[config.mk]
export PLATFORM = sky130hd
export DESIGN_NAME = board_rand_flat
export DESIGN_NICKNAME = d
export VERILOG_FILES = /design/src/rtl/board_rand_if.sv /design/src/rtl/board_rand.sv /design/src/flat_wrapper.sv
export SDC_FILE = /design/constraint.sdc
export NUM_CORES = 1
export LEC_CHECK = 0
export ABC_AREA = 1
export ABC_CLOCK_PERIOD_IN_PS = 2500
export CAP_MARGIN = 20
export CORE_MARGIN = 8
export CORE_UTILIZATION = 25
export CTS_CLUSTER_DIAMETER = 120
export DETAILED_ROUTE_END_ITERATION = 10
export GPL_ROUTABILITY_DRIVEN = 0
export SKIP_CTS_REPAIR_TIMING = 1
export SYNTH_ARGS = -nofsm -noshare
export SYNTH_HDL_FRONTEND = slang
export SYNTH_SLANG_ARGS = --single-unit
[constraint.sdc]
create_clock -name MASTER_CLOCK -period 2.5 [get_ports MASTER_CLOCK]
set_input_delay 0.625 -clock MASTER_CLOCK [delete_from_list [all_inputs] [get_ports MASTER_CLOCK]]
set_output_delay 0.625 -clock MASTER_CLOCK [all_outputs]
set_load 0.01 [all_outputs]
[src/rtl/board_rand_if.sv]
// ============================================================================
// Module      : board_rand_if
// Description : Request/response and board-RAM write bus between the selector,
//               the board randomiser and the game logic's board RAM.
// Revision    : 1.0  initial release
// ============================================================================
`default_nettype none

interface board_rand_if;
   logic       INITIALIZE_BOARD;
   logic [3:0] SIZE;
   logic [2:0] COLOR_NUM;
   logic       BOARD_READY;
   logic       BUSY;
   logic       WR_EN;
   logic [7:0] WR_ADDR;
   logic [2:0] WR_COLOR;
   logic [2:0] FIRST_COLOR;

   // Selector / game-logic side: issues the request, consumes the writes.
   modport master (
      output INITIALIZE_BOARD, SIZE, COLOR_NUM,
      input  BOARD_READY, BUSY, WR_EN, WR_ADDR, WR_COLOR, FIRST_COLOR
   );

   // Randomiser side: answers the request and drives the writes.
   modport slave (
      input  INITIALIZE_BOARD, SIZE, COLOR_NUM,
      output BOARD_READY, BUSY, WR_EN, WR_ADDR, WR_COLOR, FIRST_COLOR
   );
endinterface

`default_nettype wire

[src/rtl/board_rand.sv]
// ============================================================================
// Module      : board_rand
// Description : Fills a SIZE x SIZE Flood-It board with pseudo-random colours,
//               one cell per write strobe, in answer to INITIALIZE_BOARD.
//               Colours come from a free-running LFSR, with bounded rejection
//               sampling and a fold-down fallback on the last allowed draw.
// Revision    : 1.0  initial release
// ============================================================================
`default_nettype none

module board_rand #(
   parameter int          MAX_SIZE  = 14,
   parameter logic [15:0] SEED      = 16'hACE1,
   parameter int          MAX_DRAWS = 4
) (
   input  wire logic  MASTER_CLOCK,
   input  wire logic  RESET_N,
   board_rand_if.slave bus
);

   // A zero seed would lock the LFSR at zero forever.
   localparam logic [15:0] c_seed     = (SEED == 16'h0000) ? 16'hACE1 : SEED;
   localparam logic [3:0]  c_max_size = 4'(MAX_SIZE);
   localparam int          c_dw       = (MAX_DRAWS > 1) ? $clog2(MAX_DRAWS) : 1;
   localparam logic [c_dw-1:0] c_last_draw = c_dw'(MAX_DRAWS - 1);

   typedef enum logic [1:0] {
      S_IDLE = 2'd0,
      S_FILL = 2'd1,
      S_DONE = 2'd2
   } state_t;

   state_t          r_state, w_state;
   logic [15:0]     r_lfsr;
   logic [3:0]      r_size, w_size;
   logic [2:0]      r_colors, w_colors;
   logic [3:0]      r_row, w_row;
   logic [3:0]      r_col, w_col;
   logic [c_dw-1:0] r_draws, w_draws;
   logic            r_wr_en, w_wr_en;
   logic [7:0]      r_wr_addr, w_wr_addr;
   logic [2:0]      r_wr_color, w_wr_color;
   logic [2:0]      r_first, w_first;
   logic            r_ready, w_ready;

   logic [3:0]      w_size_clamped;
   logic [2:0]      w_colors_clamped;
   logic [2:0]      w_v;
   logic [2:0]      w_sub1;
   logic [2:0]      w_fallback;
   logic            w_take;
   logic            w_last_col;
   logic            w_last_row;
   logic            w_lfsr_fb;

   assign w_size_clamped   = (bus.SIZE < 4'd2)      ? 4'd2 :
                             (bus.SIZE > c_max_size) ? c_max_size : bus.SIZE;
   assign w_colors_clamped = (bus.COLOR_NUM < 3'd3) ? 3'd3 :
                             (bus.COLOR_NUM > 3'd6) ? 3'd6 : bus.COLOR_NUM;

   // Draw value; a draw is taken if in range or if it is the last allowed draw.
   assign w_v        = r_lfsr[2:0];
   assign w_take     = (w_v < r_colors) || (r_draws == c_last_draw);
   // Out-of-range draw folded down by COLOR_NUM, at most twice (7-3-3 = 1).
   assign w_sub1     = w_v - r_colors;
   assign w_fallback = (w_sub1 >= r_colors) ? (w_sub1 - r_colors) : w_sub1;
   assign w_last_col = (r_col == r_size - 4'd1);
   assign w_last_row = (r_row == r_size - 4'd1);

   // Taps 16,14,13,11 of a right-shifting register sit at bits 0,2,3,5.
   assign w_lfsr_fb  = r_lfsr[0] ^ r_lfsr[2] ^ r_lfsr[3] ^ r_lfsr[5];

   // Free-running LFSR: shifts every cycle regardless of state.
   always_ff @(posedge MASTER_CLOCK or negedge RESET_N) begin
      if (!RESET_N) r_lfsr <= c_seed;
      else          r_lfsr <= {w_lfsr_fb, r_lfsr[15:1]};
   end

   // State register and registered outputs.
   always_ff @(posedge MASTER_CLOCK or negedge RESET_N) begin
      if (!RESET_N) begin
         r_state    <= S_IDLE;
         r_size     <= 4'd2;
         r_colors   <= 3'd3;
         r_row      <= 4'd0;
         r_col      <= 4'd0;
         r_draws    <= '0;
         r_wr_en    <= 1'b0;
         r_wr_addr  <= 8'd0;
         r_wr_color <= 3'd0;
         r_first    <= 3'd0;
         r_ready    <= 1'b0;
      end else begin
         r_state    <= w_state;
         r_size     <= w_size;
         r_colors   <= w_colors;
         r_row      <= w_row;
         r_col      <= w_col;
         r_draws    <= w_draws;
         r_wr_en    <= w_wr_en;
         r_wr_addr  <= w_wr_addr;
         r_wr_color <= w_wr_color;
         r_first    <= w_first;
         r_ready    <= w_ready;
      end
   end

   // Next-state and next-output logic for the request/fill/done handshake.
   always_comb begin
      w_state    = r_state;
      w_size     = r_size;
      w_colors   = r_colors;
      w_row      = r_row;
      w_col      = r_col;
      w_draws    = r_draws;
      w_wr_en    = 1'b0;
      w_wr_addr  = r_wr_addr;
      w_wr_color = r_wr_color;
      w_first    = r_first;
      w_ready    = 1'b0;

      case (r_state)
         S_IDLE: begin
            if (bus.INITIALIZE_BOARD) begin
               w_size   = w_size_clamped;
               w_colors = w_colors_clamped;
               w_row    = 4'd0;
               w_col    = 4'd0;
               w_draws  = '0;
               w_state  = S_FILL;
            end
         end

         S_FILL: begin
            if (!bus.INITIALIZE_BOARD) begin
               w_state = S_IDLE;
            end else if (w_take) begin
               w_wr_en    = 1'b1;
               w_wr_addr  = {r_row, r_col};
               w_wr_color = (w_v < r_colors) ? w_v : w_fallback;
               w_draws    = '0;
               if ((r_row == 4'd0) && (r_col == 4'd0)) w_first = w_wr_color;
               if (w_last_col) begin
                  w_col = 4'd0;
                  w_row = r_row + 4'd1;
               end else begin
                  w_col = r_col + 4'd1;
               end
               if (w_last_col && w_last_row) w_state = S_DONE;
            end else begin
               w_draws = r_draws + 1'b1;
            end
         end

         S_DONE: begin
            // Ready tracks the request; its drop closes the 4-phase handshake.
            w_ready = bus.INITIALIZE_BOARD;
            if (!bus.INITIALIZE_BOARD) w_state = S_IDLE;
         end

         default: w_state = S_IDLE;
      endcase
   end

   assign bus.BUSY        = (r_state == S_FILL);
   assign bus.BOARD_READY = r_ready;
   assign bus.WR_EN       = r_wr_en;
   assign bus.WR_ADDR     = r_wr_addr;
   assign bus.WR_COLOR    = r_wr_color;
   assign bus.FIRST_COLOR = r_first;

endmodule

`default_nettype wire

[src/flat_wrapper.sv]
// flat-port wrapper written by rule: the top's interface ports become plain ports
module board_rand_flat 
#(
   parameter int          MAX_SIZE  = 14,
   parameter logic [15:0] SEED      = 16'hACE1,
   parameter int          MAX_DRAWS = 4
)
  (MASTER_CLOCK, RESET_N, bus_INITIALIZE_BOARD, bus_SIZE, bus_COLOR_NUM, bus_BOARD_READY, bus_BUSY, bus_WR_EN, bus_WR_ADDR, bus_WR_COLOR, bus_FIRST_COLOR);
  board_rand_if bus_i ();
  input  wire logic MASTER_CLOCK;
  input  wire logic RESET_N;
  input wire logic [$bits(bus_i.INITIALIZE_BOARD)-1:0] bus_INITIALIZE_BOARD;
  input wire logic [$bits(bus_i.SIZE)-1:0] bus_SIZE;
  input wire logic [$bits(bus_i.COLOR_NUM)-1:0] bus_COLOR_NUM;
  output wire logic [$bits(bus_i.BOARD_READY)-1:0] bus_BOARD_READY;
  output wire logic [$bits(bus_i.BUSY)-1:0] bus_BUSY;
  output wire logic [$bits(bus_i.WR_EN)-1:0] bus_WR_EN;
  output wire logic [$bits(bus_i.WR_ADDR)-1:0] bus_WR_ADDR;
  output wire logic [$bits(bus_i.WR_COLOR)-1:0] bus_WR_COLOR;
  output wire logic [$bits(bus_i.FIRST_COLOR)-1:0] bus_FIRST_COLOR;
  assign bus_i.INITIALIZE_BOARD = bus_INITIALIZE_BOARD;
  assign bus_i.SIZE = bus_SIZE;
  assign bus_i.COLOR_NUM = bus_COLOR_NUM;
  assign bus_BOARD_READY = bus_i.BOARD_READY;
  assign bus_BUSY = bus_i.BUSY;
  assign bus_WR_EN = bus_i.WR_EN;
  assign bus_WR_ADDR = bus_i.WR_ADDR;
  assign bus_WR_COLOR = bus_i.WR_COLOR;
  assign bus_FIRST_COLOR = bus_i.FIRST_COLOR;
  board_rand #(.MAX_SIZE(MAX_SIZE), .SEED(SEED), .MAX_DRAWS(MAX_DRAWS)) u_core (.MASTER_CLOCK(MASTER_CLOCK), .RESET_N(RESET_N), .bus(bus_i));
endmodule
== After elaboration in Yosys (flattened, before gate mapping) ==
Index checks and enable logic that the tools add are counted.

* Flip-flop bits (word level): 51
* Bits of input ports: 10
* Output and inout bits: 17

* Add/sub/neg operators: 6
* $lt $le $gt $ge: 6
* Eq/ne operators: 12
* Multiplexer cells: 29
* Bitwise gates (word level): 3
* Reduce and logical (&&, ||, !) cells: 14

{| class="wikitable"
|+ Operator list
! cell !! count
|-
| 4-bit two-way mux || 9
|-
| 2-bit two-way mux || 8
|-
| 4-bit one-hot mux with 2 select lines || 2
|-
| 3-bit two-way mux || 4
|-
| 4-bit AND reduction || 3
|-
| 4-bit by 1-bit adder with 4-bit output, second input constant || 2
|-
| 4-bit equality test || 2
|-
| 4-bit logical NOT || 2
|-
| 2-bit != test, second input constant || 3
|-
| 3-bit by 2-bit != test with 1-bit output, second input constant || 2
|-
| 2-bit one-hot mux with 3 select lines || 1
|-
| 3-bit AND reduction || 2
|-
| 3-bit subtractor || 2
|-
| 5-bit AND reduction || 1
|-
| 2-bit equality test, second input constant || 2
|-
| 4-bit > comparator, second input constant || 1
|-
| 4-bit by 2-bit < comparator with 1-bit output, second input constant || 1
|-
| 1-bit two-way mux || 4
|-
| 2-bit by 1-bit != test with 1-bit output, second input constant || 2
|-
| 2-bit one-hot mux with 2 select lines || 1
|-
| 4-bit by 1-bit subtractor with 4-bit output, second input constant || 1
|-
| 3-bit >= comparator || 1
|-
| 3-bit > comparator, second input constant || 1
|-
| 3-bit by 2-bit < comparator with 1-bit output, second input constant || 1
|-
| other kinds (9) || 12
|}

== Longest topological paths before layout ==
* Depth in word-level cells: 7
* Depth in mapped cells: 12

== Least setup slack after synthesis ==
OpenSTA, ideal clock, no wires.

* Path type: flip-flop to flip-flop
* Start: register u_core.r_lfsr[0]
* End: register u_core.r_first[1], in the netlist u_core.bus.FIRST_COLOR[1]
* Library setup time: 0.117 ns
* Arrival: 2.323 ns
* Data required time: 2.383 ns
* Slack: 0.059 ns
* Cell stages (with the launch flop): 13
* Buffers on the path: 0
* Clock period less this slack: 2.441 ns
* Cell sequence: dfstp_2 > inv_1 > ha_1 > fa_1 > xnor2_1 > ha_1 > a21oi_1 > and2_1 > nand2_1 > nand2_1 > nand3_1 > nand3_1 > nand2_1

* Cells in the longest elaborated chain, start to end: 4
* Elaborated cells on any way between the ends: 8
* Those cells by class: add/sub: 2; order compare: 2; mux: 2; reduce/logical: 2

{| class="wikitable"
|+ RTL lines
! item !! RTL line !! text
|-
| from (decl) || board_rand.sv:34 || <nowiki>logic [15:0] r_lfsr;</nowiki>
|-
| from (signal assigned) || board_rand.sv:75 || <nowiki>if (!RESET_N) r_lfsr <= c_seed;</nowiki>
|-
| from (signal assigned) || board_rand.sv:76 || <nowiki>else r_lfsr <= {w_lfsr_fb, r_lfsr[15:1]};</nowiki>
|-
| 3-bit subtractor || board_rand.sv:65 || <nowiki>assign w_sub1 = w_v - r_colors;</nowiki>
|-
| 3-bit subtractor / 3-bit >= comparator (equally long branches) || board_rand.sv:66 || <nowiki>assign w_fallback = (w_sub1 >= r_colors) ? (w_sub1 - r_colors) : w_sub1;</nowiki>
|-
| 3-bit two-way mux || board_rand.sv:66 ||
|-
| 3-bit two-way mux || board_rand.sv:140 || <nowiki>w_wr_color = (w_v < r_colors) ? w_v : w_fallback;</nowiki>
|-
| to (signal assigned) || board_rand.sv:103 || <nowiki>r_first <= w_first;</nowiki>
|-
| to (decl) || board_rand.sv:43 || <nowiki>logic [2:0] r_first, w_first;</nowiki>
|}

Parallel ways exist; a longest one is shown, timed or not.
A chain may end at the register's enable or synchronous reset.

== Worst setup path in the final report ==
* Start: register u_core.r_lfsr[0]
* End: register u_core.r_first[2], in the netlist u_core.bus.FIRST_COLOR[2]

Same word-level chain as after synthesis.

==> flow_results.xml <==
<?xml version="1.0" encoding="UTF-8"?>
<metrics>
  <group name="cts">
    <metric name="tritoncts" unit="">done</metric>
    <metric name="root_buffer" unit="">sky130_fd_sc_hd__clkbuf_8</metric>
    <metric name="clock-sinks" unit="">51</metric>
    <metric name="cts_made_buffers" unit="">5</metric>
    <metric name="clk_transition_reported_paths" unit="ps">100</metric>
    <metric name="cts_buffer_depth" unit="">2</metric>
    <metric name="htreeDepth" unit="">2</metric>
    <metric name="clock_latency" unit="ps">310</metric>
  </group>
  <group name="place">
    <metric name="numPortBuffers" unit="">26</metric>
    <metric name="dpl.hpwl" unit="mm">4.01</metric>
    <metric name="detailedPlace.worstSlack" unit="ps">-89.0</metric>
    <metric name="dp_cells" unit="">444</metric>
  </group>
  <group name="power_and_ir_drop">
    <metric name="share_of_total_power_in_combinational_logic" unit="%">30.7</metric>
    <metric name="power.internal" unit="W">0.00141</metric>
    <metric name="clock_power_share" unit="%">23.6</metric>
    <metric name="p_per_area" unit="nW/um^2">683</metric>
    <metric name="maximum_resistive_drop_on_vdd" unit="V">0.000247</metric>
    <metric name="netSwitchingFraction" unit="%">34.6</metric>
    <metric name="net-switching-power" unit="W">0.000745</metric>
    <metric name="p_leak" unit="nW">1.54</metric>
    <metric name="power_frac_seq" unit="%">45.7</metric>
    <metric name="total_power" unit="W">0.00215</metric>
  </group>
  <group name="cells_and_area">
    <metric name="antenna_diodes" unit="">0</metric>
    <metric name="most-common-layout-cells" unit="">sky130_fd_sc_hd__nand2_1 (70), sky130_fd_sc_hd__dfrtp_1 (40), sky130_fd_sc_hd__nand3_1 (38)</metric>
    <metric name="share_of_layout_cells_above_drive_strength_1" unit="%">16.5</metric>
    <metric name="most_frequent_standard_cell_in_the_layout_excluding_fill_and_tap_cells" unit="">sky130_fd_sc_hd__nand2_1</metric>
    <metric name="area_delta_synth_final" unit="%">23.7</metric>
    <metric name="layout.cells.non_filler" unit="">452</metric>
    <metric name="layout.filler_cells" unit="">1068</metric>
    <metric name="finish.net_count" unit="">339</metric>
  </group>
  <group name="die">
    <metric name="dieWidth" unit="um">117</metric>
    <metric name="fp-row-count" unit="">37</metric>
    <metric name="placeable_core_area" unit="sq um">10100</metric>
    <metric name="initial_core_util" unit="%">25.2</metric>
    <metric name="die-height" unit="um">117</metric>
    <metric name="overall_die_area" unit="sq um">13700</metric>
    <metric name="num_io_pins" unit="">27</metric>
  </group>
  <group name="grt">
    <metric name="grt_pass1_vias" unit="">1814</metric>
    <metric name="grt_first_pass_wirelength" unit="mm">8.65</metric>
    <metric name="grt_max_degree" unit="">27</metric>
    <metric name="gr-total-overflow" unit="">0</metric>
    <metric name="grt_use_total" unit="%">8.04</metric>
    <metric name="number_of_antenna_violations_at_the_first_check_in_global_routing" unit="">0</metric>
  </group>
  <group name="synthesis">
    <metric name="synth_seq_cells" unit="">51</metric>
    <metric name="synth_ff_type" unit="">sky130_fd_sc_hd__dfrtp_1</metric>
    <metric name="ys_warn_count" unit="">0</metric>
    <metric name="number_of_enable_type_register_cells_in_the_synthesized_netlist" unit="">0</metric>
    <metric name="syn_inst" unit="">281</metric>
    <metric name="syn-cell-area" unit="sq um">2550</metric>
    <metric name="synthesis.nets" unit="">305</metric>
    <metric name="synth_async_sr_flop_share" unit="%">100</metric>
    <metric name="postSynthAreaPerCell" unit="sq um">9.06</metric>
    <metric name="synth-seq-area-share" unit="%">50.7</metric>
    <metric name="yosysUniqueCellTypes" unit="">29</metric>
  </group>
  <group name="critical_path">
    <metric name="critPathMaxStageDelay" unit="ps">540</metric>
    <metric name="end_kind" unit="">register</metric>
    <metric name="crit_path_cell_trace" unit="">inv_1, ha_4, fa_2, inv_1, fa_1, xor2_1, nand2_1, nand3_1, nand3_1, nand2_1</metric>
    <metric name="critical-path-slowest-cell" unit="">sky130_fd_sc_hd__dfstp_2</metric>
    <metric name="worst-endpoint-arrival" unit="ps">2620</metric>
    <metric name="crit_path_max_fanout" unit="">3</metric>
    <metric name="timing.setup.critical_path_class" unit="">register to register</metric>
    <metric name="setup.worst_path.start_class" unit="">register</metric>
    <metric name="cp.required" unit="ps">2710</metric>
  </group>
  <group name="timing">
    <metric name="fin_crit_sh" unit="%">96.3</metric>
    <metric name="timing_max_transition_violations_final" unit="">0</metric>
    <metric name="worst_slew_pin_slew" unit="ps">609</metric>
    <metric name="hold_violations_final" unit="">0</metric>
    <metric name="timing.max_slew.rel_slack" unit="%">59.4</metric>
    <metric name="setup_skew" unit="ps">3.38</metric>
    <metric name="postLayoutSetupSlackWorst" unit="ps">92.6</metric>
    <metric name="period_needed" unit="ps">2410</metric>
    <metric name="setup-violations-final" unit="">0</metric>
    <metric name="max_clock_freq" unit="MHz">415</metric>
  </group>
  <group name="drt">
    <metric name="drt-wirelength-per-cell" unit="um">11.6</metric>
    <metric name="first_pass_iters" unit="">4</metric>
    <metric name="wire_length_reported_by_the_detailed_router" unit="mm">5.26</metric>
    <metric name="via_per_inst" unit="">4.19</metric>
    <metric name="detail_route.iter0.violations" unit="">76</metric>
    <metric name="drtAntennaViolNets" unit="">0</metric>
    <metric name="detail_route.drc_violations" unit="">0</metric>
    <metric name="vias" unit="">1896</metric>
  </group>
  <group name="outcome">
    <metric name="run_status" unit="">finished, final reports clean</metric>
  </group>
  <group name="job">
    <metric name="timing.max_cap.violations" unit="">0</metric>
  </group>
  <group name="worst_hold_path">
    <metric name="holdCritPathClass" unit="">primary input to async pin</metric>
  </group>
</metrics>
==> flip-flops by register name, summed over array words and instances, names as in the netlist, 3 cells and up <==
register and flops:
u_core.bus.FIRST_COLOR 3, u_core.bus.WR_ADDR 8, u_core.bus.WR_COLOR 3, u_core.r_col 4, u_core.r_colors 3, u_core.r_lfsr 16, u_core.r_row 4, u_core.r_size 4
==> synthesized netlist by cell type, types with 5 or more instances <==
cell	number	area (sq um)
sky130_fd_sc_hd__dfstp_2	11	289
sky130_fd_sc_hd__nand4_1	7	43.8
sky130_fd_sc_hd__xor2_1	7	61.3
sky130_fd_sc_hd__o21ai_0	14	70.1
sky130_fd_sc_hd__nor2_1	10	37.5
sky130_fd_sc_hd__a21oi_1	5	25.0
sky130_fd_sc_hd__ha_1	12	150
sky130_fd_sc_hd__inv_2	6	22.5
sky130_fd_sc_hd__dfrtp_1	40	1000
sky130_fd_sc_hd__nand3_1	39	195
sky130_fd_sc_hd__nand2_1	72	270
sky130_fd_sc_hd__inv_1	32	120
==> layout make-up <==
type | instances | area (sq um) | share of cell area [%]
Sequential cell | 51 | 1290 | 41.0
Multi-Input combinational cell | 189 | 1150 | 36.6
Timing Repair Buffer | 29 | 290 | 9.22
Tap cell | 136 | 170 | 5.40
Inverter | 39 | 151 | 4.81
Clock buffer | 5 | 68.8 | 2.19
Clock inverter | 3 | 27.5 | 0.874
==> metal layers <==
metal	GRT usage (%)	up-vias	part of all wire, %
li1	-	976	-
met4	2.30	0	0.68
met1	10.3	877	46
met5	0	-	0
met3	2.57	4	6.8
met2	12.7	39	46
==> kinds of logic after synthesis <==
kind of cell               share of synthesized area [%]
xor gates and xnor gates                            3.44
adders and majority gates                           7.47
AOI/OAI and AO/OA                                   4.52
DFF                                                 50.7
buffers and inverters                               6.83
and+or+nand+nor                                     27.1
==> power groups by stage <==
stage / combinational, W / sequential, W / clock (W)
floorplan: 0.000393 / 0.00100 / 0
global placement: 0.000603 / 0.000994 / 0
detailed placement: 0.000616 / 0.000999 / 0
CTS: 0.000619 / 0.000983 / 0.000528
global route: 0.000754 / 0.00100 / 0.000556
finish: 0.000661 / 0.000984 / 0.000507
==> worst paths after layout <==
check                                 startpoint                         to  slack [ps]  depth (start not counted)
worst max-delay path            u_core.r_lfsr[0]  u_core.bus.FIRST_COLOR[2]          90                         10
worst min-delay path                     RESET_N           u_core.r_lfsr[1]         320                          1
worst max register to register  u_core.r_lfsr[0]  u_core.bus.FIRST_COLOR[2]          90                         10
worst min register to register  u_core.r_lfsr[4]           u_core.r_lfsr[3]         360                          0
max in group asynchronous                RESET_N           u_core.r_size[1]        1560                          2
min in group MASTER_CLOCK       u_core.r_lfsr[4]           u_core.r_lfsr[3]         360                          0
==> critical path, delay by kind of cell (launching register included) <==
| kind | cells | cell delay [ps] |
|---|---|---|
| flops | 1 | 540 |
| fa+ha+maj | 3 | 1150 |
| xor+xnor | 1 | 170 |
| simple gates | 4 | 290 |
| buf+inv | 2 | 170 |
==> per-stage QoR <==
step | cell area, sq um | setup TNS (ps) | hold WS, ps | utilization [%]
2_1_floorplan | 2550 | 0 | 329 | -
3_3_place_gp | 2980 | -1.91 | 335 | 29.6
3_5_place_dp | 2980 | -454 | 337 | 29.6
4_1_cts | 3080 | -541 | 334 | 30.5
5_1_grt | 3150 | -211 | 349 | 31.2
6_report | 3150 | 0 | 320 | 31.2
(Power assumes the default switching activity.)
